## src/rtl/majority_pkg.sv

```systemverilog
// Shared definitions for the majority-voter BIST: FSM states, default sizing
// and the golden majority function used by both the voter and its checker.
package majority_pkg;

  typedef enum logic [1:0] {
    IDLE = 2'd0,
    RUN  = 2'd1,
    DONE = 2'd2
  } state_t;

  localparam int DEFAULT_N             = 3;
  localparam int DEFAULT_SETTLE_CYCLES = 2;
  localparam int MAX_N                 = 32;

  // Only the low n bits of vec take part in the vote; the rest are ignored.
  function automatic logic majority_ref(input logic [MAX_N-1:0] vec,
                                        input int unsigned      n);
    int unsigned ones;
    ones = 0;
    for (int i = 0; i < MAX_N; i++) begin
      if (i < n) begin
        ones = ones + {31'b0, vec[i]};
      end
    end
    return (ones > (n / 2));
  endfunction

endpackage

```

## src/rtl/majority_bist_if.sv

```systemverilog
// Stimulus/response bundle between the BIST controller and whoever starts it
// and reads back the results; the voter output also travels on it.
interface majority_bist_if
  import majority_pkg::*;
#(
  parameter int N = DEFAULT_N
);
  logic         start;
  logic         dut_f;
  logic [N-1:0] pat;
  logic         busy;
  logic         done;
  logic         pass;
  logic [N:0]   fail_count;
  logic         first_fail_valid;
  logic [N-1:0] first_fail_pat;

  modport master (
    output start, dut_f,
    input  pat, busy, done, pass, fail_count, first_fail_valid, first_fail_pat
  );

  modport slave (
    input  start, dut_f,
    output pat, busy, done, pass, fail_count, first_fail_valid, first_fail_pat
  );
endinterface

```

## src/rtl/majority_bist_ref_model.sv

```systemverilog
// Combinational N-input reference voter producing the expected output bit
// for the pattern currently applied to the voter under test.
module majority_ref_model
  import majority_pkg::*;
#(
  parameter int N = DEFAULT_N
) (
  input  logic [N-1:0] i_vec,
  output logic         o_maj
);
  logic [MAX_N-1:0] w_ext;

  if (N > MAX_N) begin : g_too_wide
    $error("majority_ref_model: N exceeds MAX_N");
  end

  assign w_ext = MAX_N'(i_vec);
  assign o_maj = majority_ref(w_ext, N);
endmodule

```

## src/rtl/majority_bist.sv

```systemverilog
// BIST controller: sweeps every N-bit pattern through the voter, holds each
// for SETTLE_CYCLES, checks the voter against the reference and logs results.
module majority_bist
  import majority_pkg::*;
#(
  parameter int N             = DEFAULT_N,
  parameter int SETTLE_CYCLES = DEFAULT_SETTLE_CYCLES
) (
  input  logic             clk,
  input  logic             rst,
  majority_bist_if.slave   io_bus
);
  localparam int               CNT_W       = (SETTLE_CYCLES > 1) ? $clog2(SETTLE_CYCLES) : 1;
  localparam logic [CNT_W-1:0] SETTLE_LAST = CNT_W'(SETTLE_CYCLES - 1);
  localparam logic [N-1:0]     PAT_LAST    = '1;

  if (N < 3 || (N % 2) == 0) begin : g_bad_n
    $error("majority_bist: N must be odd and at least 3");
  end
  if (SETTLE_CYCLES < 1) begin : g_bad_settle
    $error("majority_bist: SETTLE_CYCLES must be at least 1");
  end

  state_t           r_state;
  logic [N-1:0]     r_pat;
  logic [CNT_W-1:0] r_settle_cnt;
  logic [N:0]       r_fail_count;
  logic             r_ffv;
  logic [N-1:0]     r_ffp;
  logic             r_busy;
  logic             r_done;
  logic             r_pass;

  state_t           w_state_next;
  logic [N-1:0]     w_pat_next;
  logic [CNT_W-1:0] w_settle_cnt_next;
  logic [N:0]       w_fail_count_next;
  logic             w_ffv_next;
  logic [N-1:0]     w_ffp_next;
  logic             w_busy_next;
  logic             w_done_next;
  logic             w_pass_next;

  logic             w_expected;
  logic             w_mismatch;
  logic [N:0]       w_fail_upd;

  // The reference sees the registered pattern, the same stable value the voter sees.
  majority_ref_model #(.N(N)) u_ref (
    .i_vec (r_pat),
    .o_maj (w_expected)
  );

  assign w_mismatch = (io_bus.dut_f != w_expected);
  assign w_fail_upd = r_fail_count + (N+1)'(w_mismatch);

  always_comb begin
    w_state_next      = r_state;
    w_pat_next        = r_pat;
    w_settle_cnt_next = r_settle_cnt;
    w_fail_count_next = r_fail_count;
    w_ffv_next        = r_ffv;
    w_ffp_next        = r_ffp;
    w_busy_next       = r_busy;
    w_done_next       = r_done;
    w_pass_next       = r_pass;

    unique case (r_state)
      IDLE, DONE: begin
        if (io_bus.start) begin
          w_state_next      = RUN;
          w_pat_next        = '0;
          w_settle_cnt_next = '0;
          w_fail_count_next = '0;
          w_ffv_next        = 1'b0;
          w_ffp_next        = '0;
          w_busy_next       = 1'b1;
          w_done_next       = 1'b0;
          w_pass_next       = 1'b0;
        end
      end

      RUN: begin
        if (r_settle_cnt != SETTLE_LAST) begin
          w_settle_cnt_next = r_settle_cnt + 1'b1;
        end else begin
          w_fail_count_next = w_fail_upd;
          if (w_mismatch && !r_ffv) begin
            w_ffv_next = 1'b1;
            w_ffp_next = r_pat;
          end
          if (r_pat == PAT_LAST) begin
            w_state_next = DONE;
            w_busy_next  = 1'b0;
            w_done_next  = 1'b1;
            w_pass_next  = (w_fail_upd == '0);
          end else begin
            w_pat_next        = r_pat + 1'b1;
            w_settle_cnt_next = '0;
          end
        end
      end

      default: begin
        w_state_next = IDLE;
      end
    endcase
  end

  always_ff @(posedge clk or posedge rst) begin
    if (rst) begin
      r_state      <= IDLE;
      r_pat        <= '0;
      r_settle_cnt <= '0;
      r_fail_count <= '0;
      r_ffv        <= 1'b0;
      r_ffp        <= '0;
      r_busy       <= 1'b0;
      r_done       <= 1'b0;
      r_pass       <= 1'b0;
    end else begin
      r_state      <= w_state_next;
      r_pat        <= w_pat_next;
      r_settle_cnt <= w_settle_cnt_next;
      r_fail_count <= w_fail_count_next;
      r_ffv        <= w_ffv_next;
      r_ffp        <= w_ffp_next;
      r_busy       <= w_busy_next;
      r_done       <= w_done_next;
      r_pass       <= w_pass_next;
    end
  end

  assign io_bus.pat              = r_pat;
  assign io_bus.busy             = r_busy;
  assign io_bus.done             = r_done;
  assign io_bus.pass             = r_pass;
  assign io_bus.fail_count       = r_fail_count;
  assign io_bus.first_fail_valid = r_ffv;
  assign io_bus.first_fail_pat   = r_ffp;
endmodule

```

## src/flat_wrapper.sv

```systemverilog
// flat-port wrapper written by rule: the top's interface ports become plain ports
module majority_bist_flat import majority_pkg::*;
#(
  parameter int N             = DEFAULT_N,
  parameter int SETTLE_CYCLES = DEFAULT_SETTLE_CYCLES
)
  (clk, rst, io_bus_start, io_bus_dut_f, io_bus_pat, io_bus_busy, io_bus_done, io_bus_pass, io_bus_fail_count, io_bus_first_fail_valid, io_bus_first_fail_pat);
  majority_bist_if #(.N(N)) io_bus_i ();
  input  logic clk;
  input  logic rst;
  input wire logic [$bits(io_bus_i.start)-1:0] io_bus_start;
  input wire logic [$bits(io_bus_i.dut_f)-1:0] io_bus_dut_f;
  output wire logic [$bits(io_bus_i.pat)-1:0] io_bus_pat;
  output wire logic [$bits(io_bus_i.busy)-1:0] io_bus_busy;
  output wire logic [$bits(io_bus_i.done)-1:0] io_bus_done;
  output wire logic [$bits(io_bus_i.pass)-1:0] io_bus_pass;
  output wire logic [$bits(io_bus_i.fail_count)-1:0] io_bus_fail_count;
  output wire logic [$bits(io_bus_i.first_fail_valid)-1:0] io_bus_first_fail_valid;
  output wire logic [$bits(io_bus_i.first_fail_pat)-1:0] io_bus_first_fail_pat;
  assign io_bus_i.start = io_bus_start;
  assign io_bus_i.dut_f = io_bus_dut_f;
  assign io_bus_pat = io_bus_i.pat;
  assign io_bus_busy = io_bus_i.busy;
  assign io_bus_done = io_bus_i.done;
  assign io_bus_pass = io_bus_i.pass;
  assign io_bus_fail_count = io_bus_i.fail_count;
  assign io_bus_first_fail_valid = io_bus_i.first_fail_valid;
  assign io_bus_first_fail_pat = io_bus_i.first_fail_pat;
  majority_bist #(.N(N), .SETTLE_CYCLES(SETTLE_CYCLES)) u_core (.clk(clk), .rst(rst), .io_bus(io_bus_i));
endmodule
```

## config.mk

```make
export PLATFORM = sky130hd
export DESIGN_NAME = majority_bist_flat
export DESIGN_NICKNAME = d
export VERILOG_FILES = /design/src/rtl/majority_pkg.sv /design/src/rtl/majority_bist_if.sv /design/src/rtl/majority_bist_ref_model.sv /design/src/rtl/majority_bist.sv /design/src/flat_wrapper.sv
export SDC_FILE = /design/constraint.sdc
export NUM_CORES = 1
export LEC_CHECK = 0
export ABC_AREA = 1
export ABC_CLOCK_PERIOD_IN_PS = 3300
export BUFFER_PORTS_ARGS = -buffer_cell sky130_fd_sc_hd__buf_2
export CAP_MARGIN = 10
export CORE_MARGIN = 5
export CORE_UTILIZATION = 50
export DETAILED_ROUTE_END_ITERATION = 8
export PLACE_DENSITY = 0.74
export RECOVER_POWER = 25
export SLEW_MARGIN = 0
export SYNTH_ARGS = -nofsm -noshare
export SYNTH_HDL_FRONTEND = slang
export SYNTH_SLANG_ARGS = --single-unit
```

## constraint.sdc

```tcl
create_clock -name clk -period 3.3 [get_ports clk]
set_input_delay 0.165 -clock clk [delete_from_list [all_inputs] [get_ports clk]]
set_output_delay 0.165 -clock clk [all_outputs]
set_load 0.005 [all_outputs]
```

* Word-level counts from Yosys, hierarchy flattened
Index checks and enable logic that the tools add are counted.
Word-level totals: output and inout bits 14, register bits 17, input bits 4
Operators by class: $add $sub $neg 5, eq/ne operators 9, reduce and logical (&&, ||, !) cells 12, multiplexer cells 31, order comparisons 1
Operators by type and width (count):
- two-way mux 3 bit | 5
- two-way mux 1 bit | 12
- one-hot mux 3 bit (2 select lines) | 2
- AND reduction 4 bit | 3
- one-hot mux 1 bit (2 select lines) | 5
- two-way mux 4 bit | 2
- one-hot mux 4 bit (2 select lines) | 1
- two-way mux 2 bit | 3
- inequality test 2 x 1 -> 1 bit (second input constant) | 3
- AND reduction 3 bit | 2
- adder 4 x 1 -> 4 bit | 1
- zero test 4 bit | 1
- inequality test 2 bit (second input constant) | 2
- one-hot mux 2 bit (2 select lines) | 1
- adder 2 x 1 -> 3 bit | 1
- adder 3 x 1 -> 3 bit (second input constant) | 1
- == test 3 bit (second input constant) | 1
- greater-than comparator 3 x 1 -> 1 bit (second input constant) | 1
- adder 1 x 1 -> 2 bit | 1
- == test 2 x 1 -> 1 bit (second input constant) | 1
- == test 2 bit (second input constant) | 1
- zero test 2 bit | 1
- AND reduction 2 bit | 1
- nonzero test 2 bit | 1
- other kinds (5) | 5

* Longest topological paths before layout
depth after elaboration 9, gate-level depth with buffers 13, mapped depth without buffers 13

* Hierarchy
Synthesis repeated with hierarchy kept, for this count alone.
Unflattened totals: cell total of the unflattened synthesis 112, area, all modules 910.9 sq um
Modules (own cells, without submodules):
- majority_bist | area each 887.1 sq um, instances 1, cells an instance 108
- majority_ref_model | area each 23.8 sq um, instances 1, cells an instance 4

* Least setup slack after synthesis
OpenSTA, ideal clock, no wires.
kind reg-to-reg, from register u_core.r_pat[0], in the netlist u_core.io_bus.pat[0], to register u_core.r_pass, in the netlist u_core.io_bus.pass, cell stages (with the launch flop) 13, setup slack 1.379 ns, period minus slack after synthesis 1.921 ns, arrival time 1.847 ns, path buffers 0, library setup time 0.074 ns, cell sequence dfrtp_1 > ha_1 > nand2_1 > nand2_1 > nand2_1 > nand2_4 > ha_1 > ha_1 > nor2_1 > nand2_2 > nor2_2 > nand2_1 > o21ai_2
Between the ends: longest elaborated chain between the ends 9, elaborated cells on any way between the ends 12
Ends and longest elaborated chain:
- start: declaration | RTL line majority_bist.sv:25 | logic [N-1:0] r_pat;
- start signal: assignment | RTL line majority_bist.sv:123 | r_pat <= w_pat_next;
- adder 1 x 1 -> 2 bit | RTL line majority_pkg.sv:22 | ones = ones + {31'b0, vec[i]};
- adder 2 x 1 -> 3 bit | RTL line majority_pkg.sv:22
- greater-than comparator 3 x 1 -> 1 bit | RTL line majority_pkg.sv:25 | return (ones > (n / 2));
- inequality test 1 bit | RTL line majority_bist.sv:54 | assign w_mismatch = (io_bus.dut_f != w_expected);
- adder 4 x 1 -> 4 bit | RTL line majority_bist.sv:55 | assign w_fail_upd = r_fail_count + (N+1)'(w_mismatch);
- zero test 4 bit | RTL line majority_bist.sv:96 | w_pass_next = (w_fail_upd == '0);
- two-way mux 1 bit | RTL line majority_bist.sv:92 | if (r_pat == PAT_LAST) begin
- two-way mux 1 bit | RTL line majority_bist.sv:84 | if (r_settle_cnt != SETTLE_LAST) begin
- one-hot mux 1 bit (2 select lines) | RTL line majority_bist.sv:68 | unique case (r_state)
- end signal: assignment | RTL line majority_bist.sv:130 | r_pass <= w_pass_next;
- end: declaration | RTL line majority_bist.sv:32 | logic r_pass;
Several ways; a longest one is shown, not always the timed one. The select of a mux whose other input is x is not followed. A chain may end at the register's enable or synchronous reset.

* Final worst setup path
Ends and elaborated chain as after synthesis.

==> metrics <==
first-pass GRT wire length 3070 um; vias in the first global route 704; FP Rows 15; Peak VDD IR 0.474 mV; Synth top cells by count nand2_1, dfrtp_1, nand3_1, inv_1, nand2_2; ANT cells 0; CP max-delay cell dfrtp_1; Post-Syn Area per Cell 9.00 sq um; Worst-path clk slew 0.10 ns; Min-Delay Endpoint u_core.r_state[1]; hold_ws 0.0951 ns; Hold Path Cell Cnt 2; Util after Layout 60.7%; Critical Path RT 3.52 ns; PD cells 984 nW/um^2; start point of the worst min-delay path io_bus_start; antenna violations before repair 0; die area 2750 sq um; worst reg2reg path depth 12; drt wl/cell 11.2 um; H-Tree Depth 1; Initial DRC Count 18; DP HPWL 1270 um; most common cell in the synthesized netlist nand2_1; asr flop ratio synth 100%; outcome finished clean; IO buf count 17; CP endpoint kind register; Post-synth top flop dfrtp_1; syn nets 109; Mapped Cells 100; final std cells w/o fill 147; largest cells by area after synthesis dfrtp_1, nand2_1, ha_1, nand3_1, nand2_2; antenna-violating nets left 0; RSZ-0062 raised after global routing no; Fin. Hold Viols 0; normalized max-slew margin 57.1%; total CTS buffers 3; GRT overflow 0; Ys Warns 0; crit-path max cell delay 0.45 ns; worst clock skew 0.00862 ns; clock root cell clkbuf_4; Total GRT Usage 14.9%; setup violators final 0; core area 1730 sq um; cell mode on critical path nand2_1; Slew Viols, Final 0; Via Count 728; Final Cell Area 1050 sq um; die width 52.4 um; DRC errors left 0; PostCTS Resize Cnt 0; area of placed instances 1020 sq um; Final #Nets 132; post-synthesis register bit count 17; Initial Utilization 52.1%; final setup TNS 0 ns; Yosys top cell area share 47.3%; drt first pass iters 4; register-to-register setup slack 1.24 ns; Post-synth EDFFs 0; GP Congestion 0.726; Post-Syn Area 900 sq um; maxcap violations 0; Final period util 62.4%; kind of critical path register to register; layout cells sized above 1 30.3%; register area share after synthesis 47.3%; Yosys cell types 19; area grow syn2layout 16.6%; Worst Path Arrival 2.28 ns; clock tree from TritonCTS yes; fmax 0.486 GHz; largest net degree at the start of global routing 18; r2r startpoint u_core.io_bus.pat[0]; I/O pin count 18; DR vias/cell 4.95; crit start category register; leading area contributor after synthesis dfrtp_1; Tightest Hold Check Type primary input to register; RR Endpoint u_core.io_bus.pass; # Post-CTS Setup Buffers 0; CTS Sinks 17; CP Cell Sequence ha_1 > nand2_1 > nand2_1 > nand2_1 > nand2_4 > ha_1 > ha_1 > nor2_1 > nand2_2 > nor2_2 > nand2_1 > o21ai_2; Tightest Pin Transition 0.642 ns; leakage power 0.579 nW; die height 52.4 um; worst-skew pair later-pin latency 0.29 ns; worst-case clock buffer depth 2; crit-path max FO 6; Post-Route WL 1650 um; Final min period 2.06 ns; Inst Count DP 142
cell usage in the layout, fill, tap and decap left out, drive strengths merged:
cell type,instances
buf,14
clkbuf,7
dfrtp,17
dlygate4sd3,1
ha,5
inv,12
nand2,40
nand3,13
nand4,1
nor2,4
o211ai,1
o21ai,5
o22ai,1
o31ai,1
flip-flops by register name, indices dropped and copies added, names as in the netlist:
name                            flops
u_core.io_bus.first_fail_valid      1
u_core.io_bus.pass                  1
u_core.io_bus.pat                   3
u_core.io_bus.done                  1
u_core.r_state                      2
u_core.io_bus.first_fail_pat        3
u_core.r_settle_cnt                 1
u_core.io_bus.busy                  1
u_core.io_bus.fail_count            4
worst max-delay path by stage:
| stage | start | end |
|---|---|---|
| after floorplan | u_core.io_bus.pat[0] | u_core.io_bus.pass |
| after global placement | u_core.io_bus.pat[0] | u_core.io_bus.pass |
| after detailed placement | u_core.io_bus.pat[0] | u_core.io_bus.pass |
| after CTS | u_core.io_bus.pat[0] | u_core.io_bus.pass |
| after global routing | u_core.io_bus.pat[0] | u_core.io_bus.pass |
| final | u_core.io_bus.pat[0] | u_core.io_bus.pass |
worst max-delay path: cells and delay by family, from the launching register on:
family,cells,cell delay (ns)
fa+ha+maj,3,0.82
simple gates,8,0.61
flops,1,0.45
compound gates,1,0.09
routing by layer:
metal  vias up  wire length, um  global-route usage [%]
met5         -                0                       0
met4         0               28                    6.38
met3         4               64                    1.71
met2        15              778                    24.8
met1       339              776                    19.2
li1        370                -                       -
kinds of logic (layout without fill, tap and decap cells):
group	after synthesis	count (layout)	share of synthesized area [%]
and+or+nand+nor	58	58	34.8
buffers and inverters	12	34	5.01
DFF	17	17	47.3
adders and majority gates	5	5	6.95
AOI/OAI and AO/OA	8	8	5.98
area by class of cell:
type | count | area, sq um
multi-input cells | 71 | 429
well taps | 25 | 31.3
clock buffers | 4 | 26.3
flip-flops and latches | 17 | 425
fillers | 161 | 678
repair buffers | 18 | 91.3
inverters | 12 | 45.0
what timing repair did:
| item | in CTS | in global routing |
|---|---|---|
| hold endpoints to repair | 17 | 0 |
| endpoints found under the setup margin | 0 | 0 |
| hold buffers | 1 | 0 |
power breakdown:
group          total, W  switching [W]  internal (W)  leakage, nW
logic          0.000532       0.000315      0.000217        0.351
registers      0.000388      0.0000892      0.000299        0.213
clock network  0.000112      0.0000649     0.0000470       0.0150
total           0.00103       0.000469      0.000563        0.579
stage by stage:
step	power, W	setup WS, ns
after floorplan	0.000780	1.38
after global placement	0.000916	1.33
after detailed placement	0.000937	1.26
after CTS	0.00105	1.23
after global routing	0.00115	1.08
final	0.00103	1.24
Power figures use the tool's default switching activity.
